==> config.mk <==
export PLATFORM = sky130hd
export DESIGN_NAME = ps2_fifo_sb_ctrl
export DESIGN_NICKNAME = d
export VERILOG_FILES = /design/src/rtl/ps2_sb_pkg.sv /design/src/rtl/PS2Receiver.sv /design/src/rtl/sb_sync_fifo.sv /design/src/rtl/ps2_fifo_sb_ctrl.sv
export SDC_FILE = /design/constraint.sdc
export NUM_CORES = 1
export LEC_CHECK = 0
export CAP_MARGIN = 20
export CELL_PAD_IN_SITES_DETAIL_PLACEMENT = 1
export CELL_PAD_IN_SITES_GLOBAL_PLACEMENT = 1
export CORE_UTILIZATION = 41
export DETAILED_ROUTE_END_ITERATION = 10
export GPL_TIMING_DRIVEN = 0
export PLACE_DENSITY_LB_ADDON = 0.1
export SLEW_MARGIN = 20
export SYNTH_ARGS = -nofsm -noshare
export SYNTH_HDL_FRONTEND = slang
export SYNTH_SLANG_ARGS = --single-unit
export TNS_END_PERCENT = 50
==> constraint.sdc <==
create_clock -name clk_i -period 2.7 [get_ports clk_i]
set_input_delay 0.27 -clock clk_i [delete_from_list [all_inputs] [get_ports clk_i]]
set_output_delay 0.27 -clock clk_i [all_outputs]
set_load 0.05 [all_outputs]
==> src/rtl/ps2_sb_pkg.sv <==
// ps2_sb_pkg
//   Shared definitions for the PS/2 scan-code FIFO slave block: register byte
//   offsets, STATUS bit positions, the FLUSH key and an offset decoder.
package ps2_sb_pkg;

  // Register byte offsets inside the block's address window.
  localparam logic [7:0] OFF_DATA   = 8'h00;
  localparam logic [7:0] OFF_STATUS = 8'h04;
  localparam logic [7:0] OFF_CTRL   = 8'h08;
  localparam logic [7:0] OFF_THRESH = 8'h0C;
  localparam logic [7:0] OFF_FLUSH  = 8'h24;

  // STATUS register bit positions.
  localparam int STAT_NOT_EMPTY = 0;
  localparam int STAT_FULL      = 1;
  localparam int STAT_OVERFLOW  = 2;
  localparam int STAT_COUNT_LSB = 8;

  // Value that must be written to FLUSH to empty the FIFO.
  localparam logic [31:0] FLUSH_KEY = 32'h0000_0001;

  typedef enum logic [2:0] {
    REG_DATA,
    REG_STATUS,
    REG_CTRL,
    REG_THRESH,
    REG_FLUSH,
    REG_NONE
  } reg_sel_e;

  // Map a full bus address to a register; anything outside the first
  // 256 bytes or not on a defined offset is unmapped.
  function automatic reg_sel_e decode_addr(input logic [31:0] addr);
    reg_sel_e sel;
    sel = REG_NONE;
    if (addr[31:8] == 24'h0) begin
      case (addr[7:0])
        OFF_DATA:   sel = REG_DATA;
        OFF_STATUS: sel = REG_STATUS;
        OFF_CTRL:   sel = REG_CTRL;
        OFF_THRESH: sel = REG_THRESH;
        OFF_FLUSH:  sel = REG_FLUSH;
        default:    sel = REG_NONE;
      endcase
    end
    return sel;
  endfunction

endpackage

==> src/rtl/PS2Receiver.sv <==
// PS2Receiver
//   Receives 11-bit PS/2 device-to-host frames (start, 8 data LSB first,
//   odd parity, stop) and emits each valid byte with a one-cycle pulse.
// Ports:
//   clk_i, rst_i      system clock, synchronous active-high reset
//   kclk_i, kdata_i   asynchronous PS/2 clock and data lines
//   keycode_o         last received byte
//   keycode_valid_o   one-cycle pulse when keycode_o holds a new good byte
module PS2Receiver (
  input  logic       clk_i,
  input  logic       rst_i,
  input  logic       kclk_i,
  input  logic       kdata_i,
  output logic [7:0] keycode_o,
  output logic       keycode_valid_o
);

  logic [2:0]  kclk_sync;
  logic [1:0]  kdata_sync;
  logic [10:0] shreg;
  logic [3:0]  bit_cnt;
  logic        kclk_fall;
  logic [10:0] frame_next;

  // Device changes data while clock is high; sample on the falling edge.
  assign kclk_fall  = kclk_sync[2] & ~kclk_sync[1];
  assign frame_next = {kdata_sync[1], shreg[10:1]};

  always_ff @(posedge clk_i) begin
    if (rst_i) begin
      kclk_sync       <= '1;
      kdata_sync      <= '1;
      shreg           <= '0;
      bit_cnt         <= '0;
      keycode_o       <= '0;
      keycode_valid_o <= 1'b0;
    end else begin
      kclk_sync       <= {kclk_sync[1:0], kclk_i};
      kdata_sync      <= {kdata_sync[0], kdata_i};
      keycode_valid_o <= 1'b0;
      if (kclk_fall) begin
        shreg <= frame_next;
        if (bit_cnt == 4'd10) begin
          bit_cnt         <= '0;
          keycode_o       <= frame_next[8:1];
          // start low, stop high, odd parity over data+parity
          keycode_valid_o <= ~frame_next[0] & frame_next[10] & (^frame_next[9:1]);
        end else begin
          bit_cnt <= bit_cnt + 4'd1;
        end
      end
    end
  end

endmodule

==> src/rtl/sb_sync_fifo.sv <==
// sb_sync_fifo
//   Single-clock FIFO with flush. A push is accepted when not full or when a
//   pop happens in the same cycle; pops on an empty FIFO are ignored. Flush
//   wins over push and pop.
// Ports:
//   clk_i, rst_i   clock, synchronous active-high reset
//   flush_i        empty the FIFO and reset pointers
//   push_i/_data_i write request and data
//   pop_i          read request (head_o is the entry removed)
//   head_o         current head entry (combinational)
//   count_o        number of stored entries, 0..DEPTH
//   full_o/empty_o occupancy flags
module sb_sync_fifo #(
  parameter int WIDTH = 8,
  parameter int DEPTH = 16
) (
  input  logic                   clk_i,
  input  logic                   rst_i,
  input  logic                   flush_i,
  input  logic                   push_i,
  input  logic [WIDTH-1:0]       push_data_i,
  input  logic                   pop_i,
  output logic [WIDTH-1:0]       head_o,
  output logic [$clog2(DEPTH):0] count_o,
  output logic                   full_o,
  output logic                   empty_o
);

  localparam int AW = $clog2(DEPTH);
  localparam int CW = AW + 1;

  logic [WIDTH-1:0] mem [DEPTH];
  logic [AW-1:0]    wr_ptr;
  logic [AW-1:0]    rd_ptr;
  logic             do_push;
  logic             do_pop;

  assign full_o  = (count_o == CW'(DEPTH));
  assign empty_o = (count_o == '0);
  assign head_o  = mem[rd_ptr];
  assign do_pop  = pop_i & ~empty_o;
  assign do_push = push_i & (~full_o | do_pop);

  // NOTE: storage has no reset; the pointers and count alone define which
  // entries are valid, so resetting the array would only cost logic.
  always_ff @(posedge clk_i) begin
    if (do_push && !flush_i) begin
      mem[wr_ptr] <= push_data_i;
    end
  end

  // Pointers are AW bits wide and DEPTH is a power of two, so they wrap
  // modulo DEPTH by plain overflow.
  always_ff @(posedge clk_i) begin
    if (rst_i || flush_i) begin
      wr_ptr  <= '0;
      rd_ptr  <= '0;
      count_o <= '0;
    end else begin
      if (do_push) wr_ptr <= wr_ptr + AW'(1);
      if (do_pop)  rd_ptr <= rd_ptr + AW'(1);
      case ({do_push, do_pop})
        2'b10:   count_o <= count_o + CW'(1);
        2'b01:   count_o <= count_o - CW'(1);
        default: count_o <= count_o;
      endcase
    end
  end

endmodule

==> src/rtl/ps2_fifo_sb_ctrl.sv <==
// ps2_fifo_sb_ctrl
//   Bus slave that queues PS/2 scan codes in a FIFO and raises an interrupt
//   when enough codes are waiting.
// Ports:
//   clk_i, rst_i          clock, synchronous active-high reset
//   addr_i, req_i         bus byte address and request
//   write_enable_i        1 = write, 0 = read
//   write_data_i          write data
//   read_data_o           read data, registered, valid the cycle after a read
//   interrupt_request_o   registered interrupt request
//   interrupt_return_i    one-cycle pulse when the core returns from the ISR
//   kclk_i, kdata_i       PS/2 clock and data lines
module ps2_fifo_sb_ctrl
  import ps2_sb_pkg::*;
#(
  parameter int FIFO_DEPTH     = 16,
  parameter int IRQ_THRESH_RST = 1
) (
  input  logic        clk_i,
  input  logic        rst_i,
  input  logic [31:0] addr_i,
  input  logic        req_i,
  input  logic        write_enable_i,
  input  logic [31:0] write_data_i,
  output logic [31:0] read_data_o,
  output logic        interrupt_request_o,
  input  logic        interrupt_return_i,
  input  logic        kclk_i,
  input  logic        kdata_i
);

  localparam int CW = $clog2(FIFO_DEPTH) + 1;

  logic          rx_valid;
  logic [7:0]    rx_code;
  reg_sel_e      sel;
  logic          bus_rd;
  logic          bus_wr;
  logic          pop;
  logic          flush;
  logic          push_ok;
  logic          push_drop;
  logic [7:0]    head;
  logic [CW-1:0] count;
  logic          full;
  logic          empty;
  logic          overflow;
  logic          serviced;
  logic          irq_en;
  logic [7:0]    thresh;
  logic [8:0]    count_ext;
  logic [8:0]    thresh_eff;
  logic          pending;
  logic [31:0]   rd_mux;

  PS2Receiver u_rx (
    .clk_i           (clk_i),
    .rst_i           (rst_i),
    .kclk_i          (kclk_i),
    .kdata_i         (kdata_i),
    .keycode_o       (rx_code),
    .keycode_valid_o (rx_valid)
  );

  assign sel    = decode_addr(addr_i);
  assign bus_rd = req_i & ~write_enable_i;
  assign bus_wr = req_i & write_enable_i;
  assign pop    = bus_rd && (sel == REG_DATA) && !empty;
  assign flush  = bus_wr && (sel == REG_FLUSH) && (write_data_i == FLUSH_KEY);

  // A full FIFO still takes a push when a pop frees a slot in the same cycle.
  assign push_ok   = rx_valid && !flush && (!full || pop);
  assign push_drop = rx_valid && !flush && full && !pop;

  sb_sync_fifo #(
    .WIDTH (8),
    .DEPTH (FIFO_DEPTH)
  ) u_fifo (
    .clk_i       (clk_i),
    .rst_i       (rst_i),
    .flush_i     (flush),
    .push_i      (rx_valid),
    .push_data_i (rx_code),
    .pop_i       (pop),
    .head_o      (head),
    .count_o     (count),
    .full_o      (full),
    .empty_o     (empty)
  );

  // THRESH of 0 behaves like 1 so an enabled interrupt can never fire on an
  // empty FIFO.
  assign count_ext  = 9'(count);
  assign thresh_eff = (thresh == 8'h00) ? 9'd1 : {1'b0, thresh};
  assign pending    = irq_en && (count_ext >= thresh_eff) && !serviced;

  always_comb begin
    // NOTE: every path starts from a default so no latch is inferred and
    // unmapped or write-only offsets read as zero.
    rd_mux = '0;
    case (sel)
      REG_DATA:   rd_mux = empty ? 32'h0 : {24'h0, head};
      REG_STATUS: begin
        rd_mux[STAT_NOT_EMPTY]                = ~empty;
        rd_mux[STAT_FULL]                     = full;
        rd_mux[STAT_OVERFLOW]                 = overflow;
        rd_mux[STAT_COUNT_LSB +: 8]           = 8'(count);
      end
      REG_CTRL:   rd_mux = {31'h0, irq_en};
      REG_THRESH: rd_mux = {24'h0, thresh};
      default:    rd_mux = '0;
    endcase
  end

  always_ff @(posedge clk_i) begin
    if (rst_i) begin
      read_data_o         <= '0;
      interrupt_request_o <= 1'b0;
      overflow            <= 1'b0;
      serviced            <= 1'b0;
      irq_en              <= 1'b0;
      thresh              <= 8'(IRQ_THRESH_RST);
    end else begin
      if (bus_rd) read_data_o <= rd_mux;

      if (bus_wr && sel == REG_CTRL)   irq_en <= write_data_i[0];
      if (bus_wr && sel == REG_THRESH) thresh <= write_data_i[7:0];

      if (flush)          overflow <= 1'b0;
      else if (push_drop) overflow <= 1'b1;

      // A new code or a flush re-arms the interrupt even if the core is
      // returning from the handler in the same cycle.
      if (push_ok || flush)         serviced <= 1'b0;
      else if (interrupt_return_i)  serviced <= 1'b1;

      interrupt_request_o <= pending;
    end
  end

endmodule

* Yosys cells after proc, flatten, opt, wreduce, memory -nomap -nowiden
Memory sizes are Yosys's and may differ from the RTL's. A register that Yosys moved wholly into a read port is not among the register bits.
Cells that the tools add are included.
** Storage, ports and cells
- Memories kept :: 1
- Flip-flop bits (word level) :: 86
- Output and inout bits :: 33
- RAM bits :: 128
** Operators by class
- $add $sub $neg :: 5
- Reduce and logical (&&, ||, !) cells :: 32
- Muxes and demuxes :: 13
- Equality and inequality tests :: 13
- Magnitude comparators :: 1
- Bitwise operators :: 15
** Memories
- u_fifo.mem :: depth 16, bits a word 8, rd ports 1, clocked after memory_dff 1, write ports 1, RTL line sb_sync_fifo.sv:32 : logic [WIDTH-1:0] mem [DEPTH];
** Operators with widths (count)
- $eq 32x1->1 const B :: 1
- $pmux 5 s2 :: 3
- $logic_not 24->1 :: 1
- $eq 8x4->1 const B :: 2
- $logic_not 8->1 :: 2
- $mux 8 :: 2
- $pmux 3 s5 :: 1
- $logic_and 1x1->1 :: 13
- $add 4x1->4 const B :: 3
- $mux 4 :: 3
- $pmux 3 s4 :: 1
- $reduce_xor 9->1 :: 1
- $eq 8x3->1 const B :: 1
- $eq 8x6->1 const B :: 1
- $ge 5x8->1 :: 1
- $and 1x1->1 :: 7
- $not 1->1 :: 7
- $eq 3x2->1 const B :: 2
- $add 5x1->5 const B :: 1
- $eq 5x5->1 const B :: 1
- $logic_not 1->1 :: 5
- $logic_not 5->1 :: 1
- $sub 5x1->5 const B :: 1
- $eq 4x4->1 const B :: 1
- 13 further kinds :: 17

* Logic depth before layout (Yosys ltp)
Gate-level depths: netlist (run 1).
- Depth after elaboration :: 12
- Depth in mapped cells :: 12
- Mapped depth without buffers :: 10

* Cells and area by module
A second synthesis (run 1) with hierarchy kept.
** Unflattened totals
- Cell total of the unflattened synthesis :: 639
- Area total of the unflattened synthesis :: 8588.2 µm²
** Modules (own cells, without submodules)
- sb_sync_fifo :: area each 5869.4 µm², cells an instance 331, times used 1
- ps2_fifo_sb_ctrl :: area each 1656.6 µm², cells an instance 194, times used 1
- PS2Receiver :: area each 1062.3 µm², cells an instance 114, times used 1

* Worst setup path after synthesis (run 1)
OpenSTA, ideal clock, no wires.
- Kind :: register to register
- Start point :: register u_fifo.count_o[2]
- End point :: memory u_fifo.mem[0][0], enable pin
- Cell stages (with the launch flop) :: 10
- Buffers on the path :: 3
- Clock period less this slack :: 2874 ps
- Data required time :: 2305 ps
- Arrival time :: 2480 ps
- Library setup time :: 395 ps
- Setup slack :: -174 ps
- Cells stage by stage :: dfxtp_1 > buf_2 > or4_4 > o32ai_4 > nor3_2 > a21oi_2 > nand2b_1 > buf_2 > buf_4 > nor4_1
** On the way
- Cells in the longest elaborated chain, start to end :: 9
** Ends and longest elaborated chain
- start, declared :: RTL line sb_sync_fifo.sv:24 : output logic [$clog2(DEPTH):0] count_o,
- start signal, assigned :: RTL line sb_sync_fifo.sv:63 : 2'b10: count_o <= count_o + CW'(1);
- start signal, assigned :: RTL line sb_sync_fifo.sv:64 : 2'b01: count_o <= count_o - CW'(1);
- start signal, assigned :: RTL line sb_sync_fifo.sv:65 : default: count_o <= count_o;
- $logic_not 5->1 :: RTL line sb_sync_fifo.sv:39 : assign empty_o = (count_o == '0);
- $logic_not 1->1 :: RTL line ps2_fifo_sb_ctrl.sv:68 : assign pop = bus_rd && (sel == REG_DATA) && !empty;
- $logic_and 1x1->1 :: RTL line ps2_fifo_sb_ctrl.sv:68
- $and 1x1->1 :: RTL line sb_sync_fifo.sv:41 : assign do_pop = pop_i & ~empty_o;
- $or 1x1->1 (*) :: RTL line sb_sync_fifo.sv:42 : assign do_push = push_i & (~full_o | do_pop);
- $and 1x1->1 (*) :: RTL line sb_sync_fifo.sv:42
- $logic_and 1x1->1 (*) :: RTL line sb_sync_fifo.sv:47 : if (do_push && !flush_i) begin
- $mux 1 (*) :: RTL line sb_sync_fifo.sv:47
- $mux 1 (not written as such) (*) :: RTL line sb_sync_fifo.sv:48 : mem[wr_ptr] <= push_data_i;
- end, declared :: RTL line sb_sync_fifo.sv:32
Mark *: on every way between the ends. The rest lies on a longest branch, timed or not.

* Worst setup path after layout (run 1)
- Start point :: register u_fifo.count_o[2]
- End point :: memory u_fifo.mem[4][4], enable pin
The elaborated chain is that of the path after synthesis.

==> results of run 1 <==
## power by group
part	leakage (nW)	switching [mW]	internal, mW
combinational	1.57	0.137	0.127
sequential	1.75	0.00427	3.19
clock	0.301	1.24	1.35
total	3.62	1.38	4.66
## state kept, by name (all words and copies together) (netlist names), named ones only
register and flops:
u_rx.bit_cnt 4, read_data_o 13, u_rx.kdata_sync 2, u_fifo.mem 128, thresh 8, u_rx.keycode_o 8, u_rx.keycode_valid_o 1, irq_en 1
u_fifo.wr_ptr 4, u_fifo.rd_ptr 4, interrupt_request_o 1, serviced 1, u_rx.shreg 10, u_fifo.count_o 5, overflow 1, u_rx.kclk_sync 3
## worst max-delay path, stage by stage, from the launching register on
cell and delay [ns]:
dfxtp_1 0.34, buf_2 0.18, or4_4 0.52, o32ai_4 0.22, nor3_4 0.08, a21oi_2 0.18, nand2b_1 0.13, buf_4 0.25
buf_12 0.21, nor3_4 0.07, buf_4 0.19
## path summary, 6_finish.rpt
check | cells after the start | from | end
worst max register to register | 10 | u_fifo.count_o[2]$_SDFFE_PP0P_ | u_fifo.mem[4][4]$_DFFE_PP_
worst max-delay path | 10 | u_fifo.count_o[2]$_SDFFE_PP0P_ | u_fifo.mem[4][4]$_DFFE_PP_
worst min register to register | 1 | u_rx.kdata_sync[0]$_SDFF_PP1_ | u_rx.kdata_sync[1]$_SDFF_PP1_
worst min-delay path | 5 | addr_i[3] | read_data_o[1]$_SDFFE_PP0P_
## repair_timing
item | CTS | global route
setup endpoints to repair | 128 | 107
resized for setup | 16 | 10
buffers inserted | 4 | 0
pin swaps | 4 | 6
hold buffers | 0 | 0
## cells in the mapped netlist (3+ instances only)
| master | n |
|---|---|
| edfxtp_1 | 128 |
| dfxtp_1 | 70 |
| nand2_1 | 52 |
| mux4_2 | 40 |
| nor2_1 | 38 |
| a21oi_1 | 28 |
| nor3_1 | 26 |
| buf_4 | 21 |
| mux2i_1 | 17 |
| nor4_1 | 15 |
| clkbuf_1 | 13 |
| ha_1 | 11 |
| o21ai_0 | 10 |
| inv_1 | 9 |
| nand3_1 | 9 |
| buf_2 | 8 |
| nand2b_1 | 7 |
| xnor2_1 | 7 |
| or2_2 | 6 |
| xor2_1 | 6 |
| a221o_1 | 5 |
| and2_1 | 5 |
| buf_6 | 5 |
| nor2b_1 | 5 |
| a22oi_1 | 4 |
| nand4_1 | 4 |
| nand4b_1 | 4 |
| a21o_1 | 3 |
| a21oi_2 | 3 |
| nor3_2 | 3 |
| nor4_2 | 3 |
| o21a_1 | 3 |
## metal layers
metal  track usage (%)  share of wire (%)  vias to the layer above
li1                  -                  -                     2488
met1             25.82                 44                     2674
met2             35.22                 51                      125
met3             4.340                4.3                       13
met4             5.000               0.86                        0
met5                 0                  0                        -
## stage by stage
stage | cells | setup TNS [ns] | setup WS, ns
finish | 1009 | 0 | 0.07929
global route | 1009 | -0.7292 | -0.05563
CTS | 1009 | -0.001440 | -0.0008884
detailed placement | 974 | -107.09 | -1.176
global placement | 969 | -164.08 | -1.848
floorplan | 617 | -1.734 | -0.07226
## layout make-up
class,instances,area [um2],share of cell area [%]
Buffer,48,324.1,3.064
Clock buffer,17,425.4,4.022
Clock inverter,15,187.7,1.775
Inverter,9,33.78,0.3194
Multi-Input combinational cell,361,3124,29.54
Sequential cell,198,5245,49.59
Tap cell,270,337.8,3.194
Timing Repair Buffer,91,898.4,8.494
## kinds of logic (layout without fill, tap and decap cells)
| logic type | Yosys count | count (layout) | synth area share, % |
|---|---|---|---|
| buffers and inverters | 58 | 180 | 4.088 |
| flip-flops | 198 | 198 | 62.32 |
| multiplexers | 59 | 59 | 12.99 |
| AO/OA/AOI/OAI | 61 | 61 | 4.787 |
| adder cells (fa/ha/maj) | 11 | 11 | 1.635 |
| AND/OR/NAND/NOR | 198 | 198 | 12.78 |
| XOR/XNOR | 13 | 13 | 1.353 |
| other | 1 | 19 | 0.04455 |
==> impl_metrics.py, run 1 <==
metrics = {
    "clocking": {
        "cts_buffers": 17,
        "cts_tree": "built",
        "htreeDepth": 4,
        "clock_latency_ns": 0.43,
        "clockRootBuffer": "clkbuf_16",
        "ctsLongestPathBuffers": 2,
        "clkSinkCount": 198,
        "clkTransAtPathRegs_ns": 0.08,
    },
    "power": {
        "finalPower_mw": 6.044,
        "vdd_ir_drop_max_mv": 0.4326,
        "powerDensity_nw_per_um2": 571.5,
        "p_leak_nw": 3.622,
    },
    "synth": {
        "syn_inst": 599,
        "ys_types": 56,
        "synth_seq_cells": 198,
        "synthTopCellsByArea": "edfxtp_1, dfxtp_1, mux4_2",
        "synth_edf_count": 128,
        "syn_area_um2": 8417,
        "yosysWarnings": 0,
        "async_flop_share_pct": 0,
        "ys.flop_type": "edfxtp_1",
        "yosysTopAreaCellShare_pct": 45.67,
        "syn_avg_cell_area_um2": 14.05,
        "synth_seq_area_share_pct": 62.32,
        "yosys.area.top_type": "edfxtp_1",
    },
    "finish": {
        "fill_cells": 2014,
        "layout.nets": 808,
        "finalInstanceArea_um2": 10580,
        "drive_above_1_share_pct": 21.65,
        "layout_common_cells": "edfxtp_1, clkdlybuf4s50_1, dfxtp_1, nand2_1, mux4_2",
        "final_util_pct": 52.44,
        "layout_commonest_cell": "edfxtp_1",
        "area_growth_pct": 25.66,
        "antenna_cells": 0,
    },
    "worst_setup_path": {
        "crit_required_ns": 2.90,
        "crit_arrival_ns": 2.82,
        "reg2reg_slack_ns": 0.08,
        "crit_type": "register to register",
        "worstSetupStartpointType": "register",
        "end_kind": "register",
        "worst-path-max-fanout": 10,
    },
    "global_routing": {
        "grt_usage_pct": 20.29,
        "grt_pass1_vias": 5699,
        "grt_first_pass_wirelength_um": 32140,
        "grt_overflow_total": 0,
        "grt_max_degree": 22,
        "antenna_found_initial": 0,
    },
    "route": {
        "postRouteAntennaNets": 0,
        "dr.first_iter.drc_count": 258,
        "routed_wl_um": 20380,
        "vias_per_cell": 5.253,
        "drt_first_pass_iters": 4,
        "route.vias.total": 5300,
        "wl_per_cell_um": 20.19,
        "remaining_drc_errors": 0,
    },
    "sta": {
        "finalCriticalPeriod_ns": 2.621,
        "worst_pin_slew_ns": 0.8254,
        "hold_viol": 0,
        "final.setup_skew_ns": 0.009354,
        "holdWs_ns": 0.3076,
        "maxSlewHeadroom_pct": 44.97,
        "setup_viol": 0,
        "max_freq_mhz": 381.6,
        "finalMaxSlewViolations": 0,
        "rsz0062_at_grt": "yes",
        "period_share_pct": 97.06,
    },
    "placement": {
        "gp_congestion": 0.7916,
        "hpwl_um": 15040,
        "port_buffers": 82,
        "place_area_um2": 9767,
    },
    "die": {
        "start_util_pct": 41.73,
        "coreArea_um2": 20170,
        "dieArea_um2": 21110,
        "io_pins": 104,
        "die_height_um": 145.3,
        "die_w_um": 145.3,
        "num_rows": 52,
    },
    "flow_run": {
        "drv_cap": 0,
    },
    "status": {
        "outcome": "complete, no violations",
    },
    "worst_hold_path": {
        "hold_class": "input port to register",
    },
}
(Power assumes the default switching activity.)
==> run 2, diff against run 1 <==
Settings changed: REMOVE_ABC_BUFFERS set to 1.
==> run 2 against run 1 <==
Effect of this change: maximum frequency grew 3.1%; non-clock buffer count shrank 33; hold slack lost 0.037 ns; first-iteration DRC count shrank 17%; final cell count shrank 3.3%; critical path depth is the same; combinational power shrank 13%; total power shrank 2.9%; clock power shrank 5%; sequential cell count is the same; via count shrank 2.7%; wire length shrank 3.2%; critical endpoint is now u_fifo.count_o[4]$_SDFFE_PP0P_; largest power group unchanged.
==> impl_metrics.py, run 2 (synthesis results as in run 1) <==
metrics = {
    "route": {
        "remaining_drc_errors": 0,
        "route.vias.total": 5157,
        "dr.first_iter.drc_count": 214,
        "routed_wl_um": 19720,
        "drt_first_pass_iters": 4,
        "postRouteAntennaNets": 0,
        "wl_per_cell_um": 20.21,
        "vias_per_cell": 5.284,
    },
    "placement": {
        "hpwl_um": 13840,
        "port_buffers": 84,
        "pre_cts_ws_ns": -1.482,
        "dp.cells": 932,
        "gp_congestion": 0.8031,
    },
    "status": {
        "outcome": "complete, no violations",
    },
    "die": {
        "dieArea_um2": 21110,
        "die_height_um": 145.3,
        "io_pins": 104,
        "coreArea_um2": 20170,
        "die_w_um": 145.3,
        "num_rows": 52,
        "start_util_pct": 41.73,
    },
    "sta": {
        "max_freq_mhz": 393.5,
        "setup_slack_ns": 0.1587,
        "hold_viol": 0,
        "worst_pin_slew_ns": 0.8213,
        "finalMaxSlewViolations": 0,
        "final.setup_skew_ns": 0.01400,
        "setup_viol": 0,
        "holdWs_ns": 0.2701,
        "fin_setup_tns_ns": 0,
        "maxSlewHeadroom_pct": 45.17,
        "finalCriticalPeriod_ns": 2.541,
        "period_share_pct": 94.12,
    },
    "worst_setup_path": {
        "crit_type": "register to register",
        "end_kind": "register",
        "path_delay_family": "simple AND/OR/NAND/NOR gates",
        "crit_slowest_cell": "or4_4",
        "cp_cell_sequence": "or4_4, o32ai_4, nor4_2, and2_4, xor2_1, ha_2, nand4_1, a21oi_1, o21a_1, nor3_1",
        "worstSetupStartpointType": "register",
        "cpPeakStageDelay_ns": 0.57,
        "crit_arrival_ns": 2.86,
        "crit_required_ns": 3.01,
        "cp_num_buf_inv": 0,
        "worst-path-max-fanout": 8,
        "reg2reg_slack_ns": 0.16,
    },
    "global_routing": {
        "antenna_found_initial": 0,
        "grt_use_met1_pct": 23.17,
        "grt_first_pass_wirelength_um": 31280,
        "grt_overflow_total": 0,
        "grt_usage_pct": 19.75,
        "grt_util_met3_pct": 4.528,
        "grt_busiest_layer": "met2",
        "grt_max_degree": 35,
        "met2_usage_pct": 35.67,
        "grt_pass1_vias": 5510,
    },
    "finish": {
        "layout_common_cells": "edfxtp_1, clkdlybuf4s50_1, dfxtp_1, nand2_1, mux4_2",
        "layout_commonest_cell": "edfxtp_1",
        "area_growth_pct": 22.83,
        "layout.nets": 775,
        "multi_input_comb_area_um2": 3107,
        "final-seq-area_um2": 5254,
        "top_register": "u_fifo.mem",
        "antenna_cells": 0,
        "largest_reg_flops": 128,
        "fin_cells": 976,
        "reg_top3": "u_fifo.mem: 128 flops, read_data_o: 13 flops, u_rx.shreg: 10 flops",
        "drive_above_1_share_pct": 19.97,
        "fill_cells": 2000,
    },
    "clocking": {
        "cts_buffers": 17,
        "cts_tree": "built",
        "clkTransAtPathRegs_ns": 0.07,
        "htreeDepth": 4,
        "ctsLongestPathBuffers": 2,
        "clkSinkCount": 198,
        "cts.hold.buffers_added": 0,
        "clockRootBuffer": "clkbuf_16",
        "clock_latency_ns": 0.44,
    },
    "worst_hold_path": {
        "hold_class": "input port to register",
    },
    "power": {
        "vdd_ir_drop_max_mv": 0.4314,
        "p_leak_nw": 3.482,
        "powerDensity_nw_per_um2": 567.6,
    },
    "flow_run": {
        "drv_cap": 0,
    },
}
==> run 2: cell count changes in the layout (fill, tap and decap cells not counted), moves of 3 or more <==
| cell | previous run | this run |
|---|---|---|
| clkinvlp_4 | 0 | 3 |
| dfxtp_2 | 0 | 4 |
| inv_8 | 5 | 0 |
| dfxtp_1 | 70 | 65 |
| clkbuf_1 | 13 | 3 |
| buf_4 | 28 | 14 |
| buf_6 | 5 | 0 |
==> run 2: cell type report <==
type / instances / area share (%)
Multi-Input combinational cell: 361 / 30.05
Sequential cell: 198 / 50.82
Timing Repair Buffer: 106 / 10.09
Tap cell: 270 / 3.268
Clock buffer: 20 / 4.224
Clock inverter: 12 / 1.222
Inverter: 9 / 0.3268
==> run 2: stage by stage <==
step / power, mW / area, um2 / utilization, %
after CTS: 5.932 / 10280 / 50.97
after global routing: 6.048 / 10340 / 51.26
final: 5.868 / 10340 / 51.26
after floorplan: 3.351 / 8174 / -
after global placement: 3.486 / 9353 / 46.37
after detailed placement: 3.490 / 9528 / 47.24
==> run 2: worst paths after layout <==
path,startpoint,endpoint,cells past startpoint
setup / recovery,u_fifo.count_o[0]$_SDFFE_PP0P_,u_fifo.count_o[4]$_SDFFE_PP0P_,10
hold / removal,rst_i,u_rx.keycode_o[5]$_SDFFE_PP0P_,2
setup reg to reg,u_fifo.count_o[0]$_SDFFE_PP0P_,u_fifo.count_o[4]$_SDFFE_PP0P_,10
hold reg to reg,u_rx.kclk_sync[0]$_SDFF_PP1_,u_rx.kclk_sync[1]$_SDFF_PP1_,1
==> run 2: power by group <==
part	internal (mW)	switching (mW)
clock	1.36	1.08
combinational	0.107	0.123
sequential	3.19	0.00444
total	4.66	1.21
==> run 2: repair_timing <==
action	4_1_cts	5_1_grt
buffers inserted	6	6
pin swaps	11	4
gates resized for setup	19	5
endpoints found under the setup margin	128	131
==> run 2: layer usage <==
| layer | vias to the layer above | routed length, um |
|---|---|---|
| met3 | 26 | 841 |
| met5 | - | 0 |
| met1 | 2586 | 8266 |
| met2 | 135 | 10320 |
| met4 | 0 | 290 |
| li1 | 2410 | - |
